### src/rtl/peripheral_bus_pkg.sv
// Shared constants for the memory-mapped peripheral block: register
// addresses, TCON bit positions and timer reset defaults.
package peripheral_pkg;

    localparam logic [31:0] ADDR_TH      = 32'h4000_0000;
    localparam logic [31:0] ADDR_TL      = 32'h4000_0004;
    localparam logic [31:0] ADDR_TCON    = 32'h4000_0008;
    localparam logic [31:0] ADDR_LED     = 32'h4000_000C;
    localparam logic [31:0] ADDR_SWITCH  = 32'h4000_0010;
    localparam logic [31:0] ADDR_DIGI    = 32'h4000_0014;
    localparam logic [31:0] ADDR_SYSTICK = 32'h4000_0018;

    localparam int TCON_EN = 0;  // timer enable
    localparam int TCON_IE = 1;  // interrupt enable
    localparam int TCON_IP = 2;  // interrupt pending

    localparam logic [31:0] DEF_TIMER_TH = 32'hFFFF_F000;
    localparam logic [31:0] DEF_TIMER_TL = 32'hFFFF_F000;

    // Byte address to word address; the low two bits never select a register.
    function automatic logic [31:0] word_addr(input logic [31:0] a);
        return a & ~32'h3;
    endfunction

endpackage

### src/rtl/peripheral_bus_if.sv
// CPU-side data bus into the peripheral block.
interface peripheral_bus_if;
    logic        rd;
    logic        wr;
    logic [31:0] addr;
    logic [31:0] wdata;
    logic [31:0] rdata;

    modport master (output rd, wr, addr, wdata, input rdata);
    modport slave  (input rd, wr, addr, wdata, output rdata);
endinterface

### src/rtl/peripheral_bus_timer.sv
// Reloading 32-bit timer: TH reload, TL count, TCON control and the
// interrupt request derived from TCON.
import peripheral_pkg::*;

module periph_timer #(
    parameter logic [31:0] TIMER_RESET_TH = DEF_TIMER_TH,
    parameter logic [31:0] TIMER_RESET_TL = DEF_TIMER_TL
) (
    input  logic        clk,
    input  logic        reset,
    input  logic        th_we_i,
    input  logic        tl_we_i,
    input  logic        tcon_we_i,
    input  logic [31:0] wdata_i,
    output logic [31:0] th_o,
    output logic [31:0] tl_o,
    output logic [2:0]  tcon_o,
    output logic        irq_o
);

    logic [31:0] th_q, th_d;
    logic [31:0] tl_q, tl_d;
    logic [2:0]  tcon_q, tcon_d;
    logic        ovf, ovf_set;

    // Next state: CPU writes to TL override counting; reload always uses the
    // TH held this cycle; a pending interrupt raised alongside a TCON write
    // is OR-ed in so it cannot be lost.
    always_comb begin
        ovf     = tcon_q[TCON_EN] && (tl_q == 32'hFFFF_FFFF);
        ovf_set = ovf && tcon_q[TCON_IE];

        th_d = th_we_i ? wdata_i : th_q;

        tl_d = tl_q;
        if (tl_we_i)              tl_d = wdata_i;
        else if (tcon_q[TCON_EN]) tl_d = ovf ? th_q : tl_q + 32'd1;

        tcon_d = tcon_q;
        if (tcon_we_i) tcon_d = wdata_i[2:0];
        tcon_d[TCON_IP] = tcon_d[TCON_IP] | ovf_set;
    end

    // Timer state registers.
    always_ff @(posedge clk or negedge reset) begin
        if (!reset) begin
            th_q   <= TIMER_RESET_TH;
            tl_q   <= TIMER_RESET_TL;
            tcon_q <= 3'b000;
        end else begin
            th_q   <= th_d;
            tl_q   <= tl_d;
            tcon_q <= tcon_d;
        end
    end

    assign th_o   = th_q;
    assign tl_o   = tl_q;
    assign tcon_o = tcon_q;
    assign irq_o  = tcon_q[TCON_IE] & tcon_q[TCON_IP];

endmodule

### src/rtl/peripheral_bus.sv
// Memory-mapped peripheral slave: timer, LED, switch, 7-segment and,
// with PERIPH_SYSTICK_EN defined, a free-running SYSTICK counter.
import peripheral_pkg::*;

module peripheral_bus #(
    parameter logic [31:0] TIMER_RESET_TH = DEF_TIMER_TH,
    parameter logic [31:0] TIMER_RESET_TL = DEF_TIMER_TL
) (
    input  logic             clk,
    input  logic             reset,
    peripheral_bus_if.slave  bus,
    output logic [7:0]       led,
    input  logic [7:0]       switch,
    output logic [11:0]      digi,
    output logic             irqout
);

    logic [31:0] waddr;
    logic        th_we, tl_we, tcon_we, led_we, digi_we;
    logic [31:0] th, tl;
    logic [2:0]  tcon;
    logic [7:0]  led_q, led_d, sw_q;
    logic [11:0] digi_q, digi_d;

    assign waddr = word_addr(bus.addr);

    // Write decode; SWITCH and SYSTICK are read-only and never decoded here.
    always_comb begin
        th_we   = bus.wr && (waddr == ADDR_TH);
        tl_we   = bus.wr && (waddr == ADDR_TL);
        tcon_we = bus.wr && (waddr == ADDR_TCON);
        led_we  = bus.wr && (waddr == ADDR_LED);
        digi_we = bus.wr && (waddr == ADDR_DIGI);
        led_d   = led_we  ? bus.wdata[7:0]  : led_q;
        digi_d  = digi_we ? bus.wdata[11:0] : digi_q;
    end

    periph_timer #(
        .TIMER_RESET_TH (TIMER_RESET_TH),
        .TIMER_RESET_TL (TIMER_RESET_TL)
    ) u_timer (
        .clk       (clk),
        .reset     (reset),
        .th_we_i   (th_we),
        .tl_we_i   (tl_we),
        .tcon_we_i (tcon_we),
        .wdata_i   (bus.wdata),
        .th_o      (th),
        .tl_o      (tl),
        .tcon_o    (tcon),
        .irq_o     (irqout)
    );

    // LED/DIGI registers and the single-stage switch sampler.
    always_ff @(posedge clk or negedge reset) begin
        if (!reset) begin
            led_q  <= 8'h00;
            digi_q <= 12'h000;
            sw_q   <= 8'h00;
        end else begin
            led_q  <= led_d;
            digi_q <= digi_d;
            sw_q   <= switch;
        end
    end

`ifdef PERIPH_SYSTICK_EN
    logic [31:0] systick_q;

    // Free-running tick counter, wraps naturally at 2^32.
    always_ff @(posedge clk or negedge reset) begin
        if (!reset) systick_q <= 32'h0;
        else        systick_q <= systick_q + 32'd1;
    end
`endif

    // Zero-latency read mux for the single-cycle datapath.
    always_comb begin
        bus.rdata = 32'h0;
        if (bus.rd) begin
            case (waddr)
                ADDR_TH:      bus.rdata = th;
                ADDR_TL:      bus.rdata = tl;
                ADDR_TCON:    bus.rdata = {29'h0, tcon};
                ADDR_LED:     bus.rdata = {24'h0, led_q};
                ADDR_SWITCH:  bus.rdata = {24'h0, sw_q};
                ADDR_DIGI:    bus.rdata = {20'h0, digi_q};
`ifdef PERIPH_SYSTICK_EN
                ADDR_SYSTICK: bus.rdata = systick_q;
`endif
                default:      bus.rdata = 32'h0;
            endcase
        end
    end

    assign led  = led_q;
    assign digi = digi_q;

endmodule

### src/flat_wrapper.sv
// flat-port wrapper written by rule: the top's interface ports become plain ports
module peripheral_bus_flat 
#(
    parameter logic [31:0] TIMER_RESET_TH = DEF_TIMER_TH,
    parameter logic [31:0] TIMER_RESET_TL = DEF_TIMER_TL
)
  (clk, reset, led, switch, digi, irqout, bus_rd, bus_wr, bus_addr, bus_wdata, bus_rdata);
  peripheral_bus_if bus_i ();
  input  logic clk;
  input  logic reset;
  output logic [7:0] led;
  input  logic [7:0] switch;
  output logic [11:0] digi;
  output logic irqout;
  input wire logic [$bits(bus_i.rd)-1:0] bus_rd;
  input wire logic [$bits(bus_i.wr)-1:0] bus_wr;
  input wire logic [$bits(bus_i.addr)-1:0] bus_addr;
  input wire logic [$bits(bus_i.wdata)-1:0] bus_wdata;
  output wire logic [$bits(bus_i.rdata)-1:0] bus_rdata;
  assign bus_i.rd = bus_rd;
  assign bus_i.wr = bus_wr;
  assign bus_i.addr = bus_addr;
  assign bus_i.wdata = bus_wdata;
  assign bus_rdata = bus_i.rdata;
  peripheral_bus #(.TIMER_RESET_TH(TIMER_RESET_TH), .TIMER_RESET_TL(TIMER_RESET_TL)) u_core (.clk(clk), .reset(reset), .bus(bus_i), .led(led), .switch(switch), .digi(digi), .irqout(irqout));
endmodule
### config.mk
export PLATFORM = sky130hd
export DESIGN_NAME = peripheral_bus_flat
export DESIGN_NICKNAME = d
export VERILOG_FILES = /design/src/rtl/peripheral_bus_pkg.sv /design/src/rtl/peripheral_bus_if.sv /design/src/rtl/peripheral_bus_timer.sv /design/src/rtl/peripheral_bus.sv /design/src/flat_wrapper.sv
export SDC_FILE = /design/constraint.sdc
export NUM_CORES = 1
export LEC_CHECK = 0
export CORE_ASPECT_RATIO = 0.5
export CORE_MARGIN = 2
export CORE_UTILIZATION = 35
export CTS_CLUSTER_SIZE = 24
export DETAILED_ROUTE_END_ITERATION = 8
export PLACE_DENSITY = 0.57
export SYNTH_ARGS = -nofsm -noshare
export SYNTH_HDL_FRONTEND = slang
export SYNTH_SLANG_ARGS = --single-unit
### constraint.sdc
create_clock -name clk -period 5.3 [get_ports clk]
set_input_delay 1.06 -clock clk [delete_from_list [all_inputs] [get_ports clk]]
set_output_delay 1.06 -clock clk [all_outputs]
set_load 0.02 [all_outputs]
==> impl_metrics.toml, run 1 <==
[logic_synthesis]
ys_ff_latch = 95
syn_avg_cell_area_um2 = 9.514
synth_cell_types = 55
synthCells = 586
synth_edf_count = 0
synth.net_count = 663
synth_flop_cell = "dfrtp_1"
async_reset_ff_share_pct = 100.0
syn_area_mm2 = 0.005575
yosysSeqAreaShare_pct = 43.54
yosysWarnings = 0

[worst_setup_path]
critical_path.top_delay_family = "simple AND/OR/NAND/NOR gates"
critPathMaxFanout = 12
cpMaxStageDelayCell = "or4_4"
cp-end-kind = "primary output"
cp-start-kind = "input pin"
cpPeakStageDelay_ns = 0.61
worstPathRequired_ns = 4.24
rr_startpoint = "u_core.u_timer.tl_o[15]"
path_cells = "clkdlybuf4s50_1, nor4_1, nand4_1, or4_4, nor4_4, buf_4, a22oi_1, nor2_1, clkdlybuf4s50_1"
r2r_end = "u_core.u_timer.tl_o[1]"
cp_common_cell = "clkdlybuf4s50_1"
r2r_cells = 5
crit_buf_inv = 3
crit_type = "in2out"
critical_path_arrival_ns = 3.94
reg2reg_slack_ns = 2.09

[clock_tree]
insertion_delay_ns = 0.35
postCtsHoldBufs = 0
root_buffer = "clkbuf_16"
postCtsSetupBuffers = 0
clk_path_buf_depth = 2
cts_tree = "done"
cts.sinks = 95
numCtsBuffers = 9
htreeDepth = 3
cts.reportedPaths.clkPinSlew_ns = 0.07

[global_route]
grt_first_pass_wirelength_mm = 27.14
antenna_found_initial = 0
grt_pass1_vias = 4980
grt_usage_pct = 20.49
grt_max_degree = 53
grt_overflow = 0

[min_path]
worstHoldPathType = "reg2reg"
hp-start = "u_core.u_timer.th_o[26]"
holdPathStages = 2
worstHoldEndpoint = "u_core.u_timer.th_o[26]"

[pwr]
power_mw = 1.536
internal-power_mw = 1.202
power.density_mw_per_mm2 = 207.9
p_switching_uw = 333.4
pwr-share-seq_pct = 47.6
swShare_pct = 21.71
clockPowerShare_pct = 45.6
p_comb_share_pct = 6.8
peakVddDrop_v = 0.0001527
leakage_nw = 2.846

[sta]
worst_pin_slew_ns = 1.039
finalSetupTns_ns = 0
max_slew_margin_pct = 30.18
hold_violations = 0
setup_viol = 0
period_minus_slack_ns = 4.998
clock_skew_ns = 0.004701
min_period_over_period_pct = 94.30
max_freq_mhz = 200.1
finalMaxSlewViolations = 0
rsz0062_at_grt = "false"
whs_ns = 0.5126

[job]
maxCapViolCount = 0

[placement]
portBuffers = 126
gp_congestion = 0.7910
dp_hpwl_mm = 11.88
dpl_cell_area_mm2 = 0.007066

[die]
dieHeight_um = 93.25
initial_core_util_pct = 35.98
die_area_mm2 = 0.01702
die_w_um = 182.5
core_area_mm2 = 0.01549
pin_count = 129
row_count = 32

[final_layout]
layout_common_cells = "clkdlybuf4s50_1 (125), nor2_1 (60), dfrtp_1 (55)"
final_area_mm2 = 0.007386
area_delta_synth_final_pct = 32.47
drive_gt1_share_pct = 19.35
n_antenna_cell = 0
fill_cells = 1510
mostFrequentLayoutCell = "clkdlybuf4s50_1"
layout.nets = 775

[run_status]
status = "complete, no violations"

[drt]
initialDrtViolationCount = 363
vias_per_cell = 5.540
route.detailed.drc = 0
wire_per_inst_um = 18.74
drtAntennaViolNets = 0
wirelength_mm = 17.00
vias = 5025
dr.pass1.iters = 5
[through the flow]
stage / setup WS [ns] / util (%) / instances
3_3_place_gp: 0.1904 / 45.60 / 891
3_5_place_dp: 0.1703 / 45.60 / 891
4_1_cts: 0.1693 / 47.59 / 907
5_1_grt: 0.07032 / 47.67 / 907
2_1_floorplan: 1.095 / - / 586
6_report: 0.3021 / 47.67 / 907
[cells in the mapped netlist, types with 8 or more instances]
master / instances / area share (%)
nand2_1: 51 / 3.4
nand3_1: 20 / 1.8
mux2_2: 51 / 10
inv_1: 11 / 0.74
a22oi_1: 27 / 3.6
a211oi_1: 12 / 1.6
mux2i_1: 23 / 4.1
o211ai_1: 9 / 1.2
nor3_1: 12 / 1.1
o21ai_0: 21 / 1.9
nor4_1: 16 / 1.8
nand4_1: 11 / 1.2
a21oi_1: 29 / 2.6
dfstp_2: 40 / 19
a21o_1: 11 / 1.5
nor2_1: 60 / 4.0
dfrtp_1: 55 / 25
buf_2: 8 / 0.72
clkbuf_1: 24 / 1.6
[worst reg2reg max path, stage by stage, from the launching register on]
cell      delay (ns)
dfstp_2         0.61
nand4_1         0.24
nor3_1          0.87
nand4_1         0.82
a211oi_1        0.43
o21ai_0         0.13
[kinds of logic after synthesis]
family | synth area share [%]
buffers and inverters | 4.466
xor gates and xnor gates | 1.100
adders and majority gates | 0.2244
DFF | 43.54
muxes | 14.43
and+or+nand+nor | 18.99
AOI/OAI and AO/OA | 17.26
[area by class of cell]
cell class	instances	area (um^2)	share of cell area [%]
repair buffers	145	1414	19.14
clock buffers	13	240.2	3.253
multi-input cells	435	2937	39.76
well taps	204	255.2	3.456
clock inverters	3	67.56	0.9148
inverters	12	45.04	0.6099
flip-flops and latches	95	2427	32.86
[how the worst max path moves through the flow]
stage	startpoint	slack, ns	cells after the start	end
6_report	bus_addr[9]	0.30	9	bus_rdata[23]
5_1_grt	bus_addr[9]	0.07	9	bus_rdata[23]
4_1_cts	bus_addr[9]	0.17	9	bus_rdata[23]
3_5_place_dp	bus_addr[9]	0.17	9	bus_rdata[23]
3_3_place_gp	bus_addr[9]	0.19	9	bus_rdata[23]
2_1_floorplan	bus_addr[23]	1.09	7	bus_rdata[21]
[layer usage]
| layer | vias up | part of all wire, % | global-route usage [%] |
|---|---|---|---|
| li1 | 2389 | - | - |
| met1 | 2504 | 48 | 28.80 |
| met2 | 122 | 46 | 32.89 |
| met3 | 10 | 5.3 | 3.699 |
| met4 | 0 | 0.90 | 4.973 |
| met5 | - | 0 | 0 |
[power by group through the flow]
stage / sequential, mW / clock [mW] / combinational, mW
floorplan: 0.743 / 0 / 0.0194
global placement: 0.743 / 0 / 0.104
detailed placement: 0.743 / 0 / 0.106
CTS: 0.730 / 0.714 / 0.106
global route: 0.730 / 0.739 / 0.114
finish: 0.730 / 0.701 / 0.104
[sequential cells by signal, summed over array words and instances, names as in the netlist]
name / flops
u_core.sw_q: 8
u_core.digi: 12
u_core.led: 8
u_core.u_timer.tcon_o: 3
u_core.u_timer.tl_o: 32
u_core.u_timer.th_o: 32
[what timing repair did]
| item | CTS | global route |
|---|---|---|
| gates resized for setup | 0 | 2 |
| hold endpoints to repair | 0 | 0 |
| endpoints found under the setup margin | 0 | 16 |
(Power assumes the default switching activity.)
==> run 2: changes to the inputs <==
--- a/config.mk
+++ b/config.mk
@@ -6,7 +6,6 @@
 export NUM_CORES = 1
 export LEC_CHECK = 0
 export CORE_ASPECT_RATIO = 0.5
-export CORE_MARGIN = 2
 export CORE_UTILIZATION = 35
 export CTS_CLUSTER_SIZE = 24
 export DETAILED_ROUTE_END_ITERATION = 8
==> impl_metrics.toml, run 2 (synthesized netlist as in run 1, its figures left out) <==
[worst_setup_path]
critPathMaxFanout = 17
cpMaxStageDelayCell = "or4_4"
cpPeakStageDelay_ns = 0.64
cp_common_cell = "clkdlybuf4s50_1"
crit_type = "in2out"
rr_startpoint = "u_core.u_timer.tl_o[15]"
critical_path.top_delay_family = "simple AND/OR/NAND/NOR gates"
critical_path_arrival_ns = 4.03
startpoint = "bus_addr[9]"
cp-start-kind = "input pin"
worstPathRequired_ns = 4.24
path_cells = "clkdlybuf4s50_1, nor4_1, nand4_1, or4_4, nor4_2, buf_6, a22oi_1, nor2_1, clkdlybuf4s50_1"
crit_buf_inv = 3
cp-end-kind = "primary output"

[clock_tree]
cts.reportedPaths.clkPinSlew_ns = 0.07
htreeDepth = 3
numCtsBuffers = 9
cts.sinks = 95
clk_path_buf_depth = 2
postCtsSetupBuffers = 0
cts_resized = 0
insertion_delay_ns = 0.34
root_buffer = "clkbuf_16"
postCtsHoldBufs = 0
cts_tree = "done"

[global_route]
grt_max_degree = 64
grt_usage_pct = 20.90
grt_overflow = 0
antenna_found_initial = 0
grt_first_pass_wirelength_mm = 26.89
grt_pass1_vias = 4972

[final_layout]
drive_gt1_share_pct = 19.31
layout_common_cells = "clkdlybuf4s50_1 (125), nor2_1 (60), dfrtp_1 (55)"
final_area_mm2 = 0.007331
area_delta_synth_final_pct = 31.49
mostFrequentLayoutCell = "clkdlybuf4s50_1"
layout.nets = 771
n_antenna_cell = 0
finish.utilization_pct = 47.31

[die]
initial_core_util_pct = 35.98
core_area_mm2 = 0.01549
dieHeight_um = 91.25
pin_count = 129
row_count = 32
die_area_mm2 = 0.01647
die_w_um = 180.5

[drt]
wire_per_inst_um = 18.54
vias = 4958
wirelength_mm = 16.74
initialDrtViolationCount = 375
route.detailed.drc = 0
vias_per_cell = 5.491
dr.pass1.iters = 5
drtAntennaViolNets = 0

[sta]
fin_ws_ns = 0.2059
max_freq_mhz = 196.3
finalMaxSlewViolations = 0
max_slew_margin_pct = 24.91
hold_violations = 0
period_minus_slack_ns = 5.094
finalSetupTns_ns = 0
rsz0062_at_grt = "false"
min_period_over_period_pct = 96.12
setup_viol = 0
worst_pin_slew_ns = 1.118
clock_skew_ns = 0.008152

[job]
maxCapViolCount = 0

[pwr]
power.density_mw_per_mm2 = 197.7
peakVddDrop_v = 0.0001382
leakage_nw = 2.819

[placement]
place_ws_ns = 0.06898
portBuffers = 126
dpl_cell_area_mm2 = 0.007048
gp_congestion = 0.8032
dp_hpwl_mm = 11.61

[min_path]
hp-start = "u_core.u_timer.th_o[28]"
worstHoldPathType = "reg2reg"

[run_status]
status = "complete, no violations"
==> run 2: changes by cell type in the layout (fill, tap and decap cells not counted) <==
cell,before,now
bufinv_16,2,0
buf_4,19,13
clkbuf_1,4,1
buf_12,1,2
nor4_2,2,3
nor4_4,2,1
inv_4,0,1
buf_6,0,1
clkinv_4,0,1
clkbuf_8,0,1
clkinv_2,0,2
==> run 2: metal layers <==
metal | GRT usage (%) | part of all wire, %
met5 | 0 | 0
met4 | 4.915 | 0.82
met3 | 4.212 | 4.8
met2 | 32.88 | 45
met1 | 29.42 | 49
==> run 2: where the power goes <==
group | switching (mW) | leakage, nW | internal [mW] | total, mW
Sequential | 0.000909 | 1.13 | 0.729 | 0.730
Combinational | 0.0455 | 1.55 | 0.0575 | 0.103
Clock | 0.285 | 0.136 | 0.331 | 0.616
Total | 0.332 | 2.82 | 1.12 | 1.45
==> run 2: cell type report <==
cell class | count | area [um^2]
clock inverter | 5 | 32.53
sequential | 95 | 2427
inverter | 12 | 45.04
timing repair buffer | 141 | 1400
multi-input combinational | 435 | 2928
fill | 1486 | 8164
tap | 204 | 255.2
clock buffer | 11 | 242.7
==> run 2: metrics by stage <==
stage	instances	hold slack [ns]	power, mW
3_3_place_gp	887	0.4960	0.8466
6_report	903	0.5080	1.450
3_5_place_dp	887	0.5021	0.8474
5_1_grt	903	0.5254	1.504
4_1_cts	903	0.5148	1.469
2_1_floorplan	586	0.4697	0.7622
==> run 2: tightest hold or removal path, stage by stage, from the launching register on <==
cell     delay, ns
dfstp_2       0.37
inv_1         0.06
o21ai_0       0.08
==> run 2: path summary, 6_finish.rpt <==
| path | endpoint | slack [ns] | depth (start not counted) |
|---|---|---|---|
| max | bus_rdata[7] | 0.21 | 9 |
| min | u_core.u_timer.th_o[28] | 0.51 | 2 |
| max reg2reg | u_core.u_timer.tl_o[1] | 2.09 | 5 |
| min reg2reg | u_core.u_timer.th_o[28] | 0.51 | 2 |
| max in group asynchronous | u_core.u_timer.tl_o[3] | 3.53 | 2 |
| min in group asynchronous | u_core.u_timer.tl_o[10] | 0.82 | 1 |
